`config.mk`:
```
export PLATFORM = sky130hd
export DESIGN_NAME = match_controller_flat
export DESIGN_NICKNAME = d
export VERILOG_FILES = /design/src/rtl/match_pkg.sv /design/src/rtl/match_controller_if.sv /design/src/rtl/match_controller_cycle_timer.sv /design/src/rtl/match_controller.sv /design/src/flat_wrapper.sv
export SDC_FILE = /design/constraint.sdc
export NUM_CORES = 1
export LEC_CHECK = 0
export ABC_CLOCK_PERIOD_IN_PS = 2500
export CAP_MARGIN = 20
export CORE_AREA = 4 4 63 79
export DETAILED_ROUTE_END_ITERATION = 16
export DIE_AREA = 0 0 67 83
export GPL_TIMING_DRIVEN = 0
export HOLD_SLACK_MARGIN = 0.05
export SYNTH_ARGS = -nofsm -noshare
export SYNTH_HDL_FRONTEND = slang
export SYNTH_SLANG_ARGS = --single-unit
```
`constraint.sdc`:
```
create_clock -name slow_clock -period 2.5 [get_ports slow_clock]
set_clock_uncertainty 0.2 [all_clocks]
set_input_delay 0.5 -clock slow_clock [delete_from_list [all_inputs] [get_ports slow_clock]]
set_output_delay 0.5 -clock slow_clock [all_outputs]
set_load 0.05 [all_outputs]
```
`src/rtl/match_pkg.sv`:
```
// -----------------------------------------------------------------------------
// match_pkg
// Shared types and constants for the baccarat match controller.
//   state_t  : controller state encoding
//   winner_t : match_winner output codes
//   TALLY_W  : width of every tally and of hands_played
//   sat_inc  : saturating increment used for all tallies
// -----------------------------------------------------------------------------
package match_pkg;

  localparam int TALLY_W = 4;

  typedef enum logic [2:0] {
    ST_IDLE  = 3'd0,
    ST_HRST  = 3'd1,
    ST_PLAY  = 3'd2,
    ST_HOLD  = 3'd3,
    ST_CHECK = 3'd4,
    ST_DONE  = 3'd5
  } state_t;

  typedef enum logic [1:0] {
    WIN_NONE   = 2'b00,
    WIN_PLAYER = 2'b01,
    WIN_DEALER = 2'b10,
    WIN_DRAW   = 2'b11
  } winner_t;

  // Tallies stick at all-ones instead of wrapping back to zero.
  function automatic logic [TALLY_W-1:0] sat_inc(input logic [TALLY_W-1:0] value);
    logic [TALLY_W-1:0] result;
    if (value == {TALLY_W{1'b1}}) begin
      result = value;
    end else begin
      result = value + TALLY_W'(1);
    end
    return result;
  endfunction

endpackage

```
`src/rtl/match_controller_if.sv`:
```
// -----------------------------------------------------------------------------
// match_controller_if
// Bundles the match controller's game-side and display-side signals.
//   start            : start/restart request from the top level key
//   player_win_light : player win light from the game state machine
//   dealer_win_light : dealer win light from the game state machine
//   hand_resetb      : active-low synchronous reset back to the game
//   player_tally     : player hands won
//   dealer_tally     : dealer hands won
//   tie_tally        : tied hands
//   hands_played     : hands completed in this match
//   match_over       : high while the match is finished
//   match_winner     : 00 none, 01 player, 10 dealer, 11 draw
//   timeout_err      : watchdog flag, present only with MATCH_TIMEOUT_EN
// Modports:
//   master : top level / game side (drives start and the lights)
//   slave  : the match controller
// Optional feature macro: MATCH_TIMEOUT_EN
// -----------------------------------------------------------------------------
interface match_controller_if;

  logic                          start;
  logic                          player_win_light;
  logic                          dealer_win_light;
  logic                          hand_resetb;
  logic [match_pkg::TALLY_W-1:0] player_tally;
  logic [match_pkg::TALLY_W-1:0] dealer_tally;
  logic [match_pkg::TALLY_W-1:0] tie_tally;
  logic [match_pkg::TALLY_W-1:0] hands_played;
  logic                          match_over;
  logic [1:0]                    match_winner;
`ifdef MATCH_TIMEOUT_EN
  logic                          timeout_err;

  modport master (
    output start, player_win_light, dealer_win_light,
    input  hand_resetb, player_tally, dealer_tally, tie_tally,
    input  hands_played, match_over, match_winner, timeout_err
  );

  modport slave (
    input  start, player_win_light, dealer_win_light,
    output hand_resetb, player_tally, dealer_tally, tie_tally,
    output hands_played, match_over, match_winner, timeout_err
  );
`else
  modport master (
    output start, player_win_light, dealer_win_light,
    input  hand_resetb, player_tally, dealer_tally, tie_tally,
    input  hands_played, match_over, match_winner
  );

  modport slave (
    input  start, player_win_light, dealer_win_light,
    output hand_resetb, player_tally, dealer_tally, tie_tally,
    output hands_played, match_over, match_winner
  );
`endif

endinterface

```
`src/rtl/match_controller_cycle_timer.sv`:
```
// -----------------------------------------------------------------------------
// cycle_timer
// Loadable down-counter with a done flag.
//   slow_clock : clock
//   resetb     : asynchronous active-high reset (count returns to 0)
//   load       : load load_value this cycle (wins over enable)
//   load_value : starting count
//   enable     : decrement by one per cycle while count is nonzero
//   done       : count has reached zero
// A load of N followed by enabled cycles raises done in the cycle that
// holds count 0, so a stretch of N+1 cycles ends on the done cycle.
// -----------------------------------------------------------------------------
module cycle_timer #(
  parameter int WIDTH = 8
) (
  input  logic             slow_clock,
  input  logic             resetb,
  input  logic             load,
  input  logic [WIDTH-1:0] load_value,
  input  logic             enable,
  output logic             done
);

  logic [WIDTH-1:0] count;

  // Count down from the loaded value and park at zero.
  always_ff @(posedge slow_clock or posedge resetb) begin
    if (resetb) begin
      count <= '0;
    end else if (load) begin
      count <= load_value;
    end else if (enable && (count != '0)) begin
      count <= count - WIDTH'(1);
    end
  end

  assign done = (count == '0);

endmodule

```
`src/rtl/match_controller.sv`:
```
// -----------------------------------------------------------------------------
// match_controller
// Sequences repeated baccarat hands on the per-hand game state machine:
// parks the game in reset, releases it for one hand, classifies the result
// from the win lights, keeps win/tie tallies, holds the result display and
// ends the match on a target score or a hand limit.
// Ports:
//   slow_clock : clock, all state changes on the rising edge
//   resetb     : asynchronous active-high reset
//   bus        : match_controller_if.slave (start, lights, tallies, status)
// Parameters:
//   WIN_TARGET     : wins needed by either side to end the match
//   MAX_HANDS      : hand limit for one match
//   HOLD_CYCLES    : cycles the result is held (0 behaves as 1)
//   TIMEOUT_CYCLES : PLAY watchdog limit (used with MATCH_TIMEOUT_EN)
// Optional feature macro: MATCH_TIMEOUT_EN adds the PLAY watchdog and the
// sticky timeout_err output.
// Every output is a register; the lights only ever reach flops.
// -----------------------------------------------------------------------------
module match_controller
  import match_pkg::*;
#(
  parameter int WIN_TARGET     = 5,
  parameter int MAX_HANDS      = 15,
  parameter int HOLD_CYCLES    = 4,
  parameter int TIMEOUT_CYCLES = 16
) (
  input  logic              slow_clock,
  input  logic              resetb,
  match_controller_if.slave bus
);

  // Both timers share one width, sized for the longer of the two loads.
  localparam int HOLD_LOAD = (HOLD_CYCLES > 1) ? HOLD_CYCLES - 1 : 0;
  localparam int WD_LOAD   = (TIMEOUT_CYCLES > 1) ? TIMEOUT_CYCLES - 1 : 0;
  localparam int MAX_LOAD  = (HOLD_LOAD > WD_LOAD) ? HOLD_LOAD : WD_LOAD;
  localparam int TIMER_W   = $clog2(MAX_LOAD + 2);

  localparam logic [TALLY_W-1:0] TARGET_T = TALLY_W'(WIN_TARGET);
  localparam logic [TALLY_W-1:0] LIMIT_T  = TALLY_W'(MAX_HANDS);

  state_t               state;
  logic [TALLY_W-1:0]   player_q;
  logic [TALLY_W-1:0]   dealer_q;
  logic [TALLY_W-1:0]   tie_q;
  logic [TALLY_W-1:0]   hands_q;
  logic                 hand_resetb_q;
  logic                 match_over_q;
  winner_t              winner_q;
  logic                 start_q;

  logic                 start_rise;
  logic                 any_light;
  logic                 hold_load;
  logic                 hold_en;
  logic                 hold_done;

  // A start must rise while we sit in IDLE/DONE; a level left high from
  // before the match ended cannot restart it.
  assign start_rise = bus.start & ~start_q;
  assign any_light  = bus.player_win_light | bus.dealer_win_light;

  // The hold timer is armed on the PLAY edge that sees a result, so the
  // first HOLD cycle already counts toward the hold time.
  assign hold_load = (state == ST_PLAY) && any_light;
  assign hold_en   = (state == ST_HOLD);

  cycle_timer #(
    .WIDTH (TIMER_W)
  ) u_hold_timer (
    .slow_clock (slow_clock),
    .resetb     (resetb),
    .load       (hold_load),
    .load_value (TIMER_W'(HOLD_LOAD)),
    .enable     (hold_en),
    .done       (hold_done)
  );

`ifdef MATCH_TIMEOUT_EN
  logic wd_load;
  logic wd_en;
  logic wd_done;
  logic timeout_err_q;

  // The watchdog restarts on every hand release and runs only in PLAY.
  assign wd_load = (state == ST_HRST);
  assign wd_en   = (state == ST_PLAY);

  cycle_timer #(
    .WIDTH (TIMER_W)
  ) u_play_watchdog (
    .slow_clock (slow_clock),
    .resetb     (resetb),
    .load       (wd_load),
    .load_value (TIMER_W'(WD_LOAD)),
    .enable     (wd_en),
    .done       (wd_done)
  );

  assign bus.timeout_err = timeout_err_q;
`endif

  // Match sequencer: state, tallies and every registered output.
  always_ff @(posedge slow_clock or posedge resetb) begin
    if (resetb) begin
      state         <= ST_IDLE;
      player_q      <= '0;
      dealer_q      <= '0;
      tie_q         <= '0;
      hands_q       <= '0;
      hand_resetb_q <= 1'b0;
      match_over_q  <= 1'b0;
      winner_q      <= WIN_NONE;
      start_q       <= 1'b0;
`ifdef MATCH_TIMEOUT_EN
      timeout_err_q <= 1'b0;
`endif
    end else begin
      start_q <= bus.start;
      case (state)
        ST_IDLE, ST_DONE: begin
          if (start_rise) begin
            player_q      <= '0;
            dealer_q      <= '0;
            tie_q         <= '0;
            hands_q       <= '0;
            winner_q      <= WIN_NONE;
            match_over_q  <= 1'b0;
            hand_resetb_q <= 1'b0;
`ifdef MATCH_TIMEOUT_EN
            timeout_err_q <= 1'b0;
`endif
            state         <= ST_HRST;
          end
        end

        ST_HRST: begin
          hand_resetb_q <= 1'b1;
          state         <= ST_PLAY;
        end

        ST_PLAY: begin
          if (any_light) begin
            if (bus.player_win_light && bus.dealer_win_light) begin
              tie_q <= sat_inc(tie_q);
            end else if (bus.player_win_light) begin
              player_q <= sat_inc(player_q);
            end else begin
              dealer_q <= sat_inc(dealer_q);
            end
            hands_q <= sat_inc(hands_q);
            state   <= ST_HOLD;
          end
`ifdef MATCH_TIMEOUT_EN
          else if (wd_done) begin
            timeout_err_q <= 1'b1;
            winner_q      <= WIN_NONE;
            match_over_q  <= 1'b1;
            state         <= ST_DONE;
          end
`endif
        end

        ST_HOLD: begin
          if (hold_done) begin
            state <= ST_CHECK;
          end
        end

        // Target wins are tested before the hand limit, so a target reached
        // on the last allowed hand is still a win rather than a draw.
        ST_CHECK: begin
          if (player_q == TARGET_T) begin
            winner_q     <= WIN_PLAYER;
            match_over_q <= 1'b1;
            state        <= ST_DONE;
          end else if (dealer_q == TARGET_T) begin
            winner_q     <= WIN_DEALER;
            match_over_q <= 1'b1;
            state        <= ST_DONE;
          end else if (hands_q == LIMIT_T) begin
            if (player_q > dealer_q) begin
              winner_q <= WIN_PLAYER;
            end else if (dealer_q > player_q) begin
              winner_q <= WIN_DEALER;
            end else begin
              winner_q <= WIN_DRAW;
            end
            match_over_q <= 1'b1;
            state        <= ST_DONE;
          end else begin
            hand_resetb_q <= 1'b0;
            state         <= ST_HRST;
          end
        end

        default: begin
          hand_resetb_q <= 1'b0;
          match_over_q  <= 1'b0;
          state         <= ST_IDLE;
        end
      endcase
    end
  end

  assign bus.hand_resetb  = hand_resetb_q;
  assign bus.player_tally = player_q;
  assign bus.dealer_tally = dealer_q;
  assign bus.tie_tally    = tie_q;
  assign bus.hands_played = hands_q;
  assign bus.match_over   = match_over_q;
  assign bus.match_winner = winner_q;

endmodule

```
`src/flat_wrapper.sv`:
```
// flat-port wrapper written by rule: the top's interface ports become plain ports
module match_controller_flat import match_pkg::*;
#(
  parameter int WIN_TARGET     = 5,
  parameter int MAX_HANDS      = 15,
  parameter int HOLD_CYCLES    = 4,
  parameter int TIMEOUT_CYCLES = 16
)
  (slow_clock, resetb, bus_start, bus_player_win_light, bus_dealer_win_light, bus_hand_resetb, bus_player_tally, bus_dealer_tally, bus_tie_tally, bus_hands_played, bus_match_over, bus_match_winner);
  match_controller_if bus_i ();
  input  logic slow_clock;
  input  logic resetb;
  input wire logic [$bits(bus_i.start)-1:0] bus_start;
  input wire logic [$bits(bus_i.player_win_light)-1:0] bus_player_win_light;
  input wire logic [$bits(bus_i.dealer_win_light)-1:0] bus_dealer_win_light;
  output wire logic [$bits(bus_i.hand_resetb)-1:0] bus_hand_resetb;
  output wire logic [$bits(bus_i.player_tally)-1:0] bus_player_tally;
  output wire logic [$bits(bus_i.dealer_tally)-1:0] bus_dealer_tally;
  output wire logic [$bits(bus_i.tie_tally)-1:0] bus_tie_tally;
  output wire logic [$bits(bus_i.hands_played)-1:0] bus_hands_played;
  output wire logic [$bits(bus_i.match_over)-1:0] bus_match_over;
  output wire logic [$bits(bus_i.match_winner)-1:0] bus_match_winner;
  assign bus_i.start = bus_start;
  assign bus_i.player_win_light = bus_player_win_light;
  assign bus_i.dealer_win_light = bus_dealer_win_light;
  assign bus_hand_resetb = bus_i.hand_resetb;
  assign bus_player_tally = bus_i.player_tally;
  assign bus_dealer_tally = bus_i.dealer_tally;
  assign bus_tie_tally = bus_i.tie_tally;
  assign bus_hands_played = bus_i.hands_played;
  assign bus_match_over = bus_i.match_over;
  assign bus_match_winner = bus_i.match_winner;
  match_controller #(.WIN_TARGET(WIN_TARGET), .MAX_HANDS(MAX_HANDS), .HOLD_CYCLES(HOLD_CYCLES), .TIMEOUT_CYCLES(TIMEOUT_CYCLES)) u_core (.slow_clock(slow_clock), .resetb(resetb), .bus(bus_i));
endmodule
```
==> metrics.md, run 1 <==
| Metric | Value |
|---|---|
| RSZ-0062 raised after global routing | `false` |
| Measured slew at the worst slew-check pin | `~0.74 ns` |
| Sequential area share after synthesis | `0.442` |
| Outcome | `completed` |
| First-pass GRT wire length | `6260 um` |
| Yosys warnings | `0` |
| First drt pass iteration count | `4` |
| Antenna-violating nets left | `0` |
| Vias | `roughly 1,400` |
| Clk slew on worst S/H paths | `roughly 0.060 ns` |
| Critical path depth | `6` |
| Worst-path fanout max | `10` |
| Pleak | `0.876 nW` |
| Vias per cell | `5.40` |
| Filler cells | `approximately 420` |
| Fmax | `about 0.43 GHz` |
| Finished layout cell area | `~0.0021 mm2` |
| Syn avg cell area | `9.37 um2` |
| CP Capture Type | `register` |
| Type of origin of the critical path | `input pin` |
| Pin count of the biggest net entering global routing | `22` |
| Fin crit share | `0.920` |
| Antenna fix cells | `0` |
| Total grt overflow | `0` |
| Worst R2R Path Depth | `6` |
| Setup TNS Final | `0 ns` |
| Rel. slew slack | `0.509` |
| I/O Buffers | `24` |
| PwrDens | `1280 mW/mm2` |
| Cell Area, Synth | `0.00164 mm2` |
| Vias in the first global route | `1,361` |
| Max-slew violation count | `0` |
| Post-detail-place hpwl | `between 2000 and 3000 um` |
| Mapped Nets | `around 190` |
| GP Congestion | `0.762` |
| WL/cell | `13.9 um` |
| Synthesis-to-finish area growth | `26.4%` |
| Count of different cell masters after synthesis | `39` |
| Initial Utilization | `0.382` |
| Hold Buf Count CTS | `0` |
| Max incr delay on CP | `0.50 ns` |
| Worst Path Arrival | `between 2 and 2.5 ns` |
| Critical Path RT | `2.46 ns` |
| Nets | `between 200 and 250` |
| Row count | `27` |
| Final setup fails | `0` |
| Post-CTS sizing | `0` |
| Hold Crit Class | `input pin to asynchronous set/reset pin` |
| Drt drc | `0` |
| CP Class | `input pin to register` |
| Drt initial violations | `65` |
| Min Clock Period, post-route | `2.30 ns` |
| Chip width | `67 um` |
| Buf/Inv on CP | `2` |
| Post-CTS setup buffer count | `0` |
| I/O pin count | `25` |
| Layout cell share with drive strength beyond 1 | `0.0676` |
| Core Area | `0.00429 mm2` |
| CTS tree | `yes` |
| # H-tree levels | `2` |
| Crit path max-delay family | `buffers and inverters` |
| WL final | `3680 um` |
| Yosys reg bits | `29` |
| Power, Total | `0.00266 W` |
| Slowest stage cell, crit path | `clkdlybuf4s50_1` |
| Commonest non-fill, non-tap cell in the layout | `dfrtp_1` |
| Peak supply drop | `0.490 mV` |
| Root Buffer | `clkbuf_8` |
| Most frequent cells in the layout | `dfrtp_1 (29), clkdlybuf4s50_1 (24), nand3_1 (18), o21ai_0 (18), nand2_1 (16)` |
| Mapped Cells | `175` |
| CTS Buf Count | `5` |
| Clock Path Buffers | `2` |
| MaxCap Viol Count | `0` |
| Worst path cell trace | `clkdlybuf4s50_1 > nor2b_1 > or4b_1 > clkbuf_1 > o211ai_1 > o31ai_1` |
| Initial antenna violation count | `0` |
| Dpl cell area | `0.00198 mm2` |
| Die area | `0.00556 mm2` |
| Clock Sinks | `29` |
| Latest clock arrival within the worst-skew pair | `0.28 ns` |
| Chip height | `83 um` |
| Total GRT Usage | `0.145` |
| Final Hold Fails | `0` |
## logic make-up (layout without fill, tap and decap cells)
kind of cell	after synthesis	after routing	share of synthesized area
and+or+nand+nor	75	75	0.264
adders and majority gates	11	11	0.0839
buffers and inverters	19	51	0.0511
AOI/OAI and AO/OA	38	38	0.142
DFF	29	29	0.442
xor gates and xnor gates	2	2	0.0107
muxes	1	1	0.00610
## path summary, 6_finish.rpt
path	start	endpoint	slack [ns]
setup / recovery	bus_start	u_core.bus.dealer_tally[2]$_DFFE_PP0P_	0.20
hold / removal	resetb	u_core.bus.tie_tally[3]$_DFFE_PP0P_	0.31
setup reg to reg	u_core.state[2]$_DFFE_PP0P_	u_core.bus.tie_tally[2]$_DFFE_PP0P_	0.29
hold reg to reg	u_core.bus.match_winner[1]$_DFFE_PP0P_	u_core.bus.match_winner[1]$_DFFE_PP0P_	0.32
max in group asynchronous	resetb	u_core.bus.player_tally[2]$_DFFE_PP0P_	1.33
min in group slow_clock	u_core.bus.match_winner[1]$_DFFE_PP0P_	u_core.bus.match_winner[1]$_DFFE_PP0P_	0.32
## worst register-to-register path, cell delays in order (launching register included)
cell and delay, ns:
dfrtp_1 0.37, buf_6 0.14, nor2b_4 0.14, or3_1 0.37
nor3b_1 0.62, or4_1 0.21, nand2_1 0.05
## where the power goes
part | total (W) | switching [W] | internal, W
clock network | 0.000382 | 0.000164 | 0.000218
logic | 0.00146 | 0.000928 | 0.000528
registers | 0.000824 | 0.000188 | 0.000635
total | 0.00266 | 0.00128 | 0.00138
## metal layers
metal	routed length [um]	global-route usage	vias to the layer above
met4	50	0.0443	0
met2	1950	0.260	19
li1	-	-	700
met1	1560	0.160	708
met3	117	0.0406	5
met5	0	0	-
## cells in the mapped netlist (all sizes together)
cell type	instances	area [um2]
a21o	1	7.51
o211ai	5	37.5
nor4	2	12.5
a32oi	2	17.5
nor2	7	26.3
buf	3	23.8
dfrtp	29	726
nor4b	1	8.76
nand2	16	60.1
a21boi	1	7.51
a31oi	1	6.26
o31ai	3	22.5
nand2b	2	12.5
clkbuf	1	3.75
and4	1	8.76
xnor2	2	17.5
nand4b	2	17.5
nand3b	3	22.5
nand3	18	90.1
mux2i	1	10.0
and3	2	12.5
and2	1	6.26
or4	3	22.5
ha	11	138
a32o	1	10.0
inv	15	56.3
nor3b	3	33.8
or4b	1	10.0
nor2b	4	32.5
or2	1	6.26
a22o	1	8.76
or3	4	25.0
nand4	4	25.0
o21ai	18	90.1
a21oi	5	25.0
## final cells by class
cell class                      count  area, um2  share of cell area
Buffer                              4       27.5              0.0133
Clock buffer                        7       86.3              0.0416
Inverter                           15       56.3              0.0272
Multi-Input combinational cell    127        837               0.404
Sequential cell                    29        726               0.350
Tap cell                           58       72.6              0.0350
Timing Repair Buffer               25        268               0.129
## stage by stage
stage                     utilization  instances  hold slack, ns  setup slack [ns]
after floorplan                     -        175           0.273             0.238
after global placement          0.455        257           0.289            -0.154
after detailed placement        0.462        258           0.296            -0.204
after CTS                       0.482        265           0.321            0.0740
after global routing            0.483        265           0.343            0.0624
final                           0.483        265           0.315             0.201
## state kept, by name (all words and copies together), names as in the netlist
name                       flops
u_core.bus.match_over          1
u_core.bus.player_tally        4
u_core.start_q                 1
u_core.bus.hands_played        4
u_core.state                   3
u_core.bus.match_winner        2
u_core.bus.tie_tally           4
u_core.u_hold_timer.count      5
u_core.bus.hand_resetb         1
u_core.bus.dealer_tally        4
No activity file was read; power rests on OpenSTA's default activity.
==> run 2, diff against run 1 <==
- CORE_AREA: 4 4 63 79 -> 2 2 61 77
- DIE_AREA: 0 0 67 83 -> 0 0 63 79
- SLEW_MARGIN: default -> 10
==> run 2 against run 1 <==
Compared with the run above:
- clock-buffer cell count is 1 higher
- clock power is 4% lower
- hold slack worse by 0.0069 ns
- non-clock buffer count stayed put
- register-to-register slack worse by 0.05 ns
- die area is 11% lower
- wire length is 0.65% lower
- cell count is 0.38% higher
- sequential share of layout area is 0.11 points higher
- core utilization is 0.15 points lower
- sequential power is 0.5% higher
==> metrics.md, run 2 (synthesis gave the netlist of run 1 again) <==
| Metric | Value |
|---|---|
| Outcome | `completed` |
| Finished layout cell area | `0.00207 mm2` |
| RSZ-0062 raised after global routing | `false` |
| Max FFs per register | `5` |
| Vias | `1,416` |
| WL/cell | `13.7 um` |
| First-pass GRT wire length | `6320 um` |
| CTS Buf Count | `5` |
| Chip width | `63 um` |
| Fin Hold WS | `0.308 ns` |
| Max incr delay on CP | `0.51 ns` |
| CP Class | `input pin to register` |
| Worst Path Arrival | `2.26 ns` |
| Initial antenna violation count | `0` |
| Slowest stage cell, crit path | `clkdlybuf4s50_1` |
| Worst path cell trace | `clkdlybuf4s50_1 > nor2b_1 > or4b_1 > clkbuf_1 > o211ai_1 > o31ai_1` |
| Antenna fix cells | `0` |
| Type of origin of the critical path | `input pin` |
| Multi-input logic area | `approximately 840 um2` |
| Root Buffer | `clkbuf_8` |
| Filler cells | `432` |
| WL final | `3660 um` |
| Clock Path Buffers | `2` |
| Pin count of the biggest net entering global routing | `22` |
| Final Hold Fails | `0` |
| Vias per cell | `approximately 5.3` |
| Rel. slew slack | `0.488` |
| Synthesis-to-finish area growth | `26.0%` |
| MaxCap Viol Count | `0` |
| GP Congestion | `0.764` |
| Fin crit share | `0.921` |
| Post-CTS setup buffer count | `0` |
| Pleak | `0.871 nW` |
| Reg with most FFs | `u_core.u_hold_timer.count` |
| Crit path max-delay family | `buffers and inverters` |
| Latest clock arrival within the worst-skew pair | `about 0.28 ns` |
| Clock Sinks | `29` |
| I/O pin count | `25` |
| Min Clock Period, post-route | `2.30 ns` |
| FF+latch area | `726 um2` |
| Vias in the first global route | `1,389` |
| Final setup fails | `0` |
| Clk slew on worst S/H paths | `about 0.06 ns` |
| Max-slew violation count | `0` |
| Dpl cell area | `0.00198 mm2` |
| Hold Crit Class | `input pin to asynchronous set/reset pin` |
| Post-detail-place hpwl | `approximately 2800 um` |
| Buf/Inv on CP | `2` |
| I/O Buffers | `24` |
| Fin util | `0.482` |
| Most frequent cells in the layout | `dfrtp_1 (29), clkdlybuf4s50_1 (24), nand3_1 (18), o21ai_0 (18), nand2_1 (16)` |
| R2r setup slk | `about 0.24 ns` |
| CTS tree | `yes` |
| Fmax | `0.434 GHz` |
| CP Capture Type | `register` |
| Power, Total | `0.00264 W` |
| Setup TNS Final | `0 ns` |
| Chip height | `79 um` |
| Nets | `223` |
| Critical Path RT | `2.45 ns` |
| Total GRT Usage | `0.163` |
| Initial Utilization | `0.382` |
| Peak supply drop | `0.512 mV` |
| PwrDens | `1270 mW/mm2` |
| Antenna-violating nets left | `0` |
| Core Area | `around 0.0043 mm2` |
| First drt pass iteration count | `4` |
| Layout cell share with drive strength beyond 1 | `0.0625` |
| Row count | `27` |
| Drt initial violations | `101` |
| Total grt overflow | `0` |
| Commonest non-fill, non-tap cell in the layout | `dfrtp_1` |
| # H-tree levels | `2` |
| Drt drc | `0` |
| Worst-path fanout max | `10` |
| Measured slew at the worst slew-check pin | `0.767 ns` |
| Die area | `0.00498 mm2` |
## run 2: what timing repair did
action                                  4_1_cts  5_1_grt
hold buffers                                  0        0
endpoints found under the setup margin        0        2
gates resized for setup                       0        1
## run 2: area by class of cell
type | count | share of cell area
sequential | 29 | 0.351
inverter | 15 | 0.0272
tap | 58 | 0.0351
multi-input combinational | 127 | 0.405
timing repair buffer | 25 | 0.130
clock buffer | 8 | 0.0387
buffer | 4 | 0.0133
## run 2: where the power goes
group	switching (W)	total, W	leakage, nW	internal, W
clock	0.000167	0.000365	0.0395	0.000197
sequential	0.000193	0.000828	0.374	0.000635
combinational	0.000915	0.00144	0.458	0.000528
## run 2: per-stage QoR
step	instances	worst slack, ns
6_report	266	0.198
5_1_grt	266	0.0777
4_1_cts	266	0.0842
3_5_place_dp	258	-0.196
3_3_place_gp	257	-0.147
2_1_floorplan	175	0.238
## run 2: final timing paths
kind	from	endpoint	cells after the start
worst min-delay path	resetb	u_core.bus.hands_played[0]$_DFFE_PP0P_	2
worst min register to register	u_core.bus.match_winner[1]$_DFFE_PP0P_	u_core.bus.match_winner[1]$_DFFE_PP0P_	1
max in group asynchronous	resetb	u_core.state[2]$_DFFE_PP0P_	3
worst max register to register	u_core.state[2]$_DFFE_PP0P_	u_core.bus.tie_tally[3]$_DFFE_PP0P_	6
min in group slow_clock	u_core.bus.match_winner[1]$_DFFE_PP0P_	u_core.bus.match_winner[1]$_DFFE_PP0P_	1
worst max-delay path	bus_start	u_core.bus.dealer_tally[2]$_DFFE_PP0P_	6
## run 2: routing by layer
metal | up-vias | track usage | wire, um
met1 | 689 | 0.183 | 1540
li1 | 699 | - | -
met4 | 0 | 0.0667 | 67
met5 | - | 0 | 0
met2 | 22 | 0.291 | 1900
met3 | 6 | 0.0411 | 141
==> run 3, diff against run 2 <==
- ABC_CLOCK_PERIOD_IN_PS: 2500 -> 2800
- clock period: 2.5 -> 2.8 ns (I/O delays scaled with it)
==> run 3 against run 2 <==
Compared with the run above:
- sequential share of layout area increased by 0.11 points
- largest cell class unchanged
- critical endpoint is now u_core.bus.tie_tally[2]$_DFFE_PP0P_
- final area down 0.30%
- clock-buffer cell count unchanged
- worst setup slack improved by 0.10 ns
- core utilization shrank 0.15 points
- via count decreased by 0.21%
- highest routed layer unchanged
==> metrics.md, run 3 (synthesis gave the netlist of run 1 again) <==
| Metric | Value |
|---|---|
| Critical R2R Capture | `u_core.bus.tie_tally[3]$_DFFE_PP0P_` |
| CP Capture Type | `register` |
| Root Buffer | `clkbuf_8` |
| Reg with most FFs | `u_core.u_hold_timer.count` |
| Clock Path Buffers | `2` |
| First drt pass iteration count | `4` |
| Chip height | `79 um` |
| R2r setup slk | `0.55 ns` |
| Placed Instances | `258` |
| Seq pwr share | `0.314` |
| MaxCap Viol Count | `0` |
| Drt drc | `0` |
| Post-CTS setup buffer count | `0` |
| Critical Path RT | `2.76 ns` |
| Hold Crit Class | `register to register` |
| Pint | `0.00121 W` |
| Post-detail-place hpwl | `~2800 um` |
| Nets | `223` |
| Peak supply drop | `around 0.46 mV` |
| First-pass GRT wire length | `6320 um` |
| Synthesis-to-finish area growth | `25.6%` |
| Finished Layout Cells | `between 200 and 300` |
| CP Class | `input pin to register` |
| I/O pin count | `25` |
| Vias | `1,413` |
| CP Launch Point | `bus_start` |
| Setup TNS Final | `0 ns` |
| Total GRT Usage | `0.163` |
| RSZ-0062 raised after global routing | `false` |
| Rel. slew slack | `0.354` |
| Initial antenna violation count | `0` |
| Most frequent cells in the layout | `dfrtp_1 (29), clkdlybuf4s50_1 (24), nand3_1 (18), o21ai_0 (18), nand2_1 (16)` |
| Chip width | `63 um` |
| Vias per cell | `about 5.3` |
| Hold Buf Count CTS | `0` |
| Post-CTS sizing | `0` |
| Commonest non-fill, non-tap cell in the layout | `dfrtp_1` |
| Worst reg2reg startpoint | `u_core.state[2]$_DFFE_PP0P_` |
| Pleak | `0.871 nW` |
| Drt initial violations | `between 100 and 150` |
| Final setup fails | `0` |
| I/O Buffers | `24` |
| Filler cells | `between 400 and 500` |
| Clock Sinks | `29` |
| Min Clock Period, post-route | `2.50 ns` |
| Pin count of the biggest net entering global routing | `22` |
| Type of origin of the critical path | `input pin` |
| Fin crit share | `0.892` |
| GP Congestion | `roughly 0.76` |
| Final Hold Fails | `0` |
| Worst-path fanout max | `8` |
| CTS tree | `yes` |
| Switch share | `0.484` |
| Finished layout cell area | `about 0.0021 mm2` |
| WL final | `3650 um` |
| Worst R2R Path Depth | `6` |
| # H-tree levels | `2` |
| Antenna-violating nets left | `0` |
| Latest clock arrival within the worst-skew pair | `0.28 ns` |
| Initial Utilization | `0.382` |
| Dpl cell area | `0.00198 mm2` |
| Layout cell share with drive strength beyond 1 | `0.0577` |
| Max FFs per register | `5` |
| Fmax | `~0.4 GHz` |
| WL/cell | `13.7 um` |
| Comb power frac | `0.547` |
| Measured slew at the worst slew-check pin | `slightly below 1 ns` |
| Clk slew on worst S/H paths | `approximately 0.06 ns` |
| Clock network fraction of design power | `0.139` |
| Max-slew violation count | `0` |
| Crit path to | `u_core.bus.tie_tally[2]$_DFFE_PP0P_` |
| Antenna fix cells | `0` |
| Outcome | `completed` |
| Die area | `0.00498 mm2` |
| Row count | `27` |
| Vias in the first global route | `1,389` |
| Switching power total | `between 0.001 and 0.0015 W` |
| Worst Path Arrival | `about 2.5 ns` |
| Core Area | `~0.0043 mm2` |
| CTS Buf Count | `5` |
| Total grt overflow | `0` |
| PwrDens | `1140 mW/mm2` |
[run 3: area by class of cell]
cell class / instances / area (um2) / share of cell area
multi-input combinational: 127 / 831 / 0.403
clock buffer: 8 / 80.1 / 0.0389
timing repair buffer: 25 / 268 / 0.130
buffer: 4 / 27.5 / 0.0134
tap: 58 / 72.6 / 0.0352
sequential: 29 / 726 / 0.352
inverter: 15 / 56.3 / 0.0273
[run 3: worst max-delay path, cell delays in order]
cell	delay, ns
clkdlybuf4s50_1	0.45
nor2b_1	0.16
nor4_1	0.81
a21o_1	0.28
or4_1	0.14
nand2_1	0.05
[run 3: worst min-delay path by stage]
| stage | startpoint | to | slack [ns] | cells after the start |
|---|---|---|---|---|
| after floorplan | u_core.u_hold_timer.count[3]$_DFFE_PP0P_ | u_core.u_hold_timer.count[3]$_DFFE_PP0P_ | 0.27 | 1 |
| after global placement | u_core.u_hold_timer.count[3]$_DFFE_PP0P_ | u_core.u_hold_timer.count[3]$_DFFE_PP0P_ | 0.29 | 1 |
| after detailed placement | u_core.bus.match_winner[1]$_DFFE_PP0P_ | u_core.bus.match_winner[1]$_DFFE_PP0P_ | 0.30 | 1 |
| after CTS | u_core.bus.match_winner[1]$_DFFE_PP0P_ | u_core.bus.match_winner[1]$_DFFE_PP0P_ | 0.31 | 1 |
| after global routing | u_core.bus.match_winner[1]$_DFFE_PP0P_ | u_core.bus.match_winner[1]$_DFFE_PP0P_ | 0.33 | 1 |
| final | u_core.bus.match_winner[1]$_DFFE_PP0P_ | u_core.bus.match_winner[1]$_DFFE_PP0P_ | 0.31 | 1 |
[run 3: power groups by stage]
stage | Sequential [W] | Clock (W) | Combinational [W]
CTS | 0.000741 | 0.000341 | 0.00130
global placement | 0.000731 | 0 | 0.00126
detailed placement | 0.000747 | 0 | 0.00129
floorplan | 0.00107 | 0 | 0.000570
global route | 0.000764 | 0.000358 | 0.00141
finish | 0.000740 | 0.000326 | 0.00129
[run 3: metrics by stage]
step / hold WS (ns) / util / power, W / setup WS (ns)
after global routing: 0.327 / 0.480 / 0.00253 / 0.209
final: 0.308 / 0.480 / 0.00235 / 0.301
after detailed placement: 0.296 / 0.462 / 0.00204 / 0.0443
after CTS: 0.310 / 0.480 / 0.00238 / 0.324
after floorplan: 0.273 / - / 0.00164 / 0.538
after global placement: 0.290 / 0.455 / 0.00199 / 0.0935
[run 3: routing by layer]
layer,wire (um),global-route usage,vias to the layer above
li1,-,-,699
met1,1550,0.183,689
met2,1910,0.291,19
met3,125,0.0411,6
met4,67,0.0667,0
met5,0,0,-
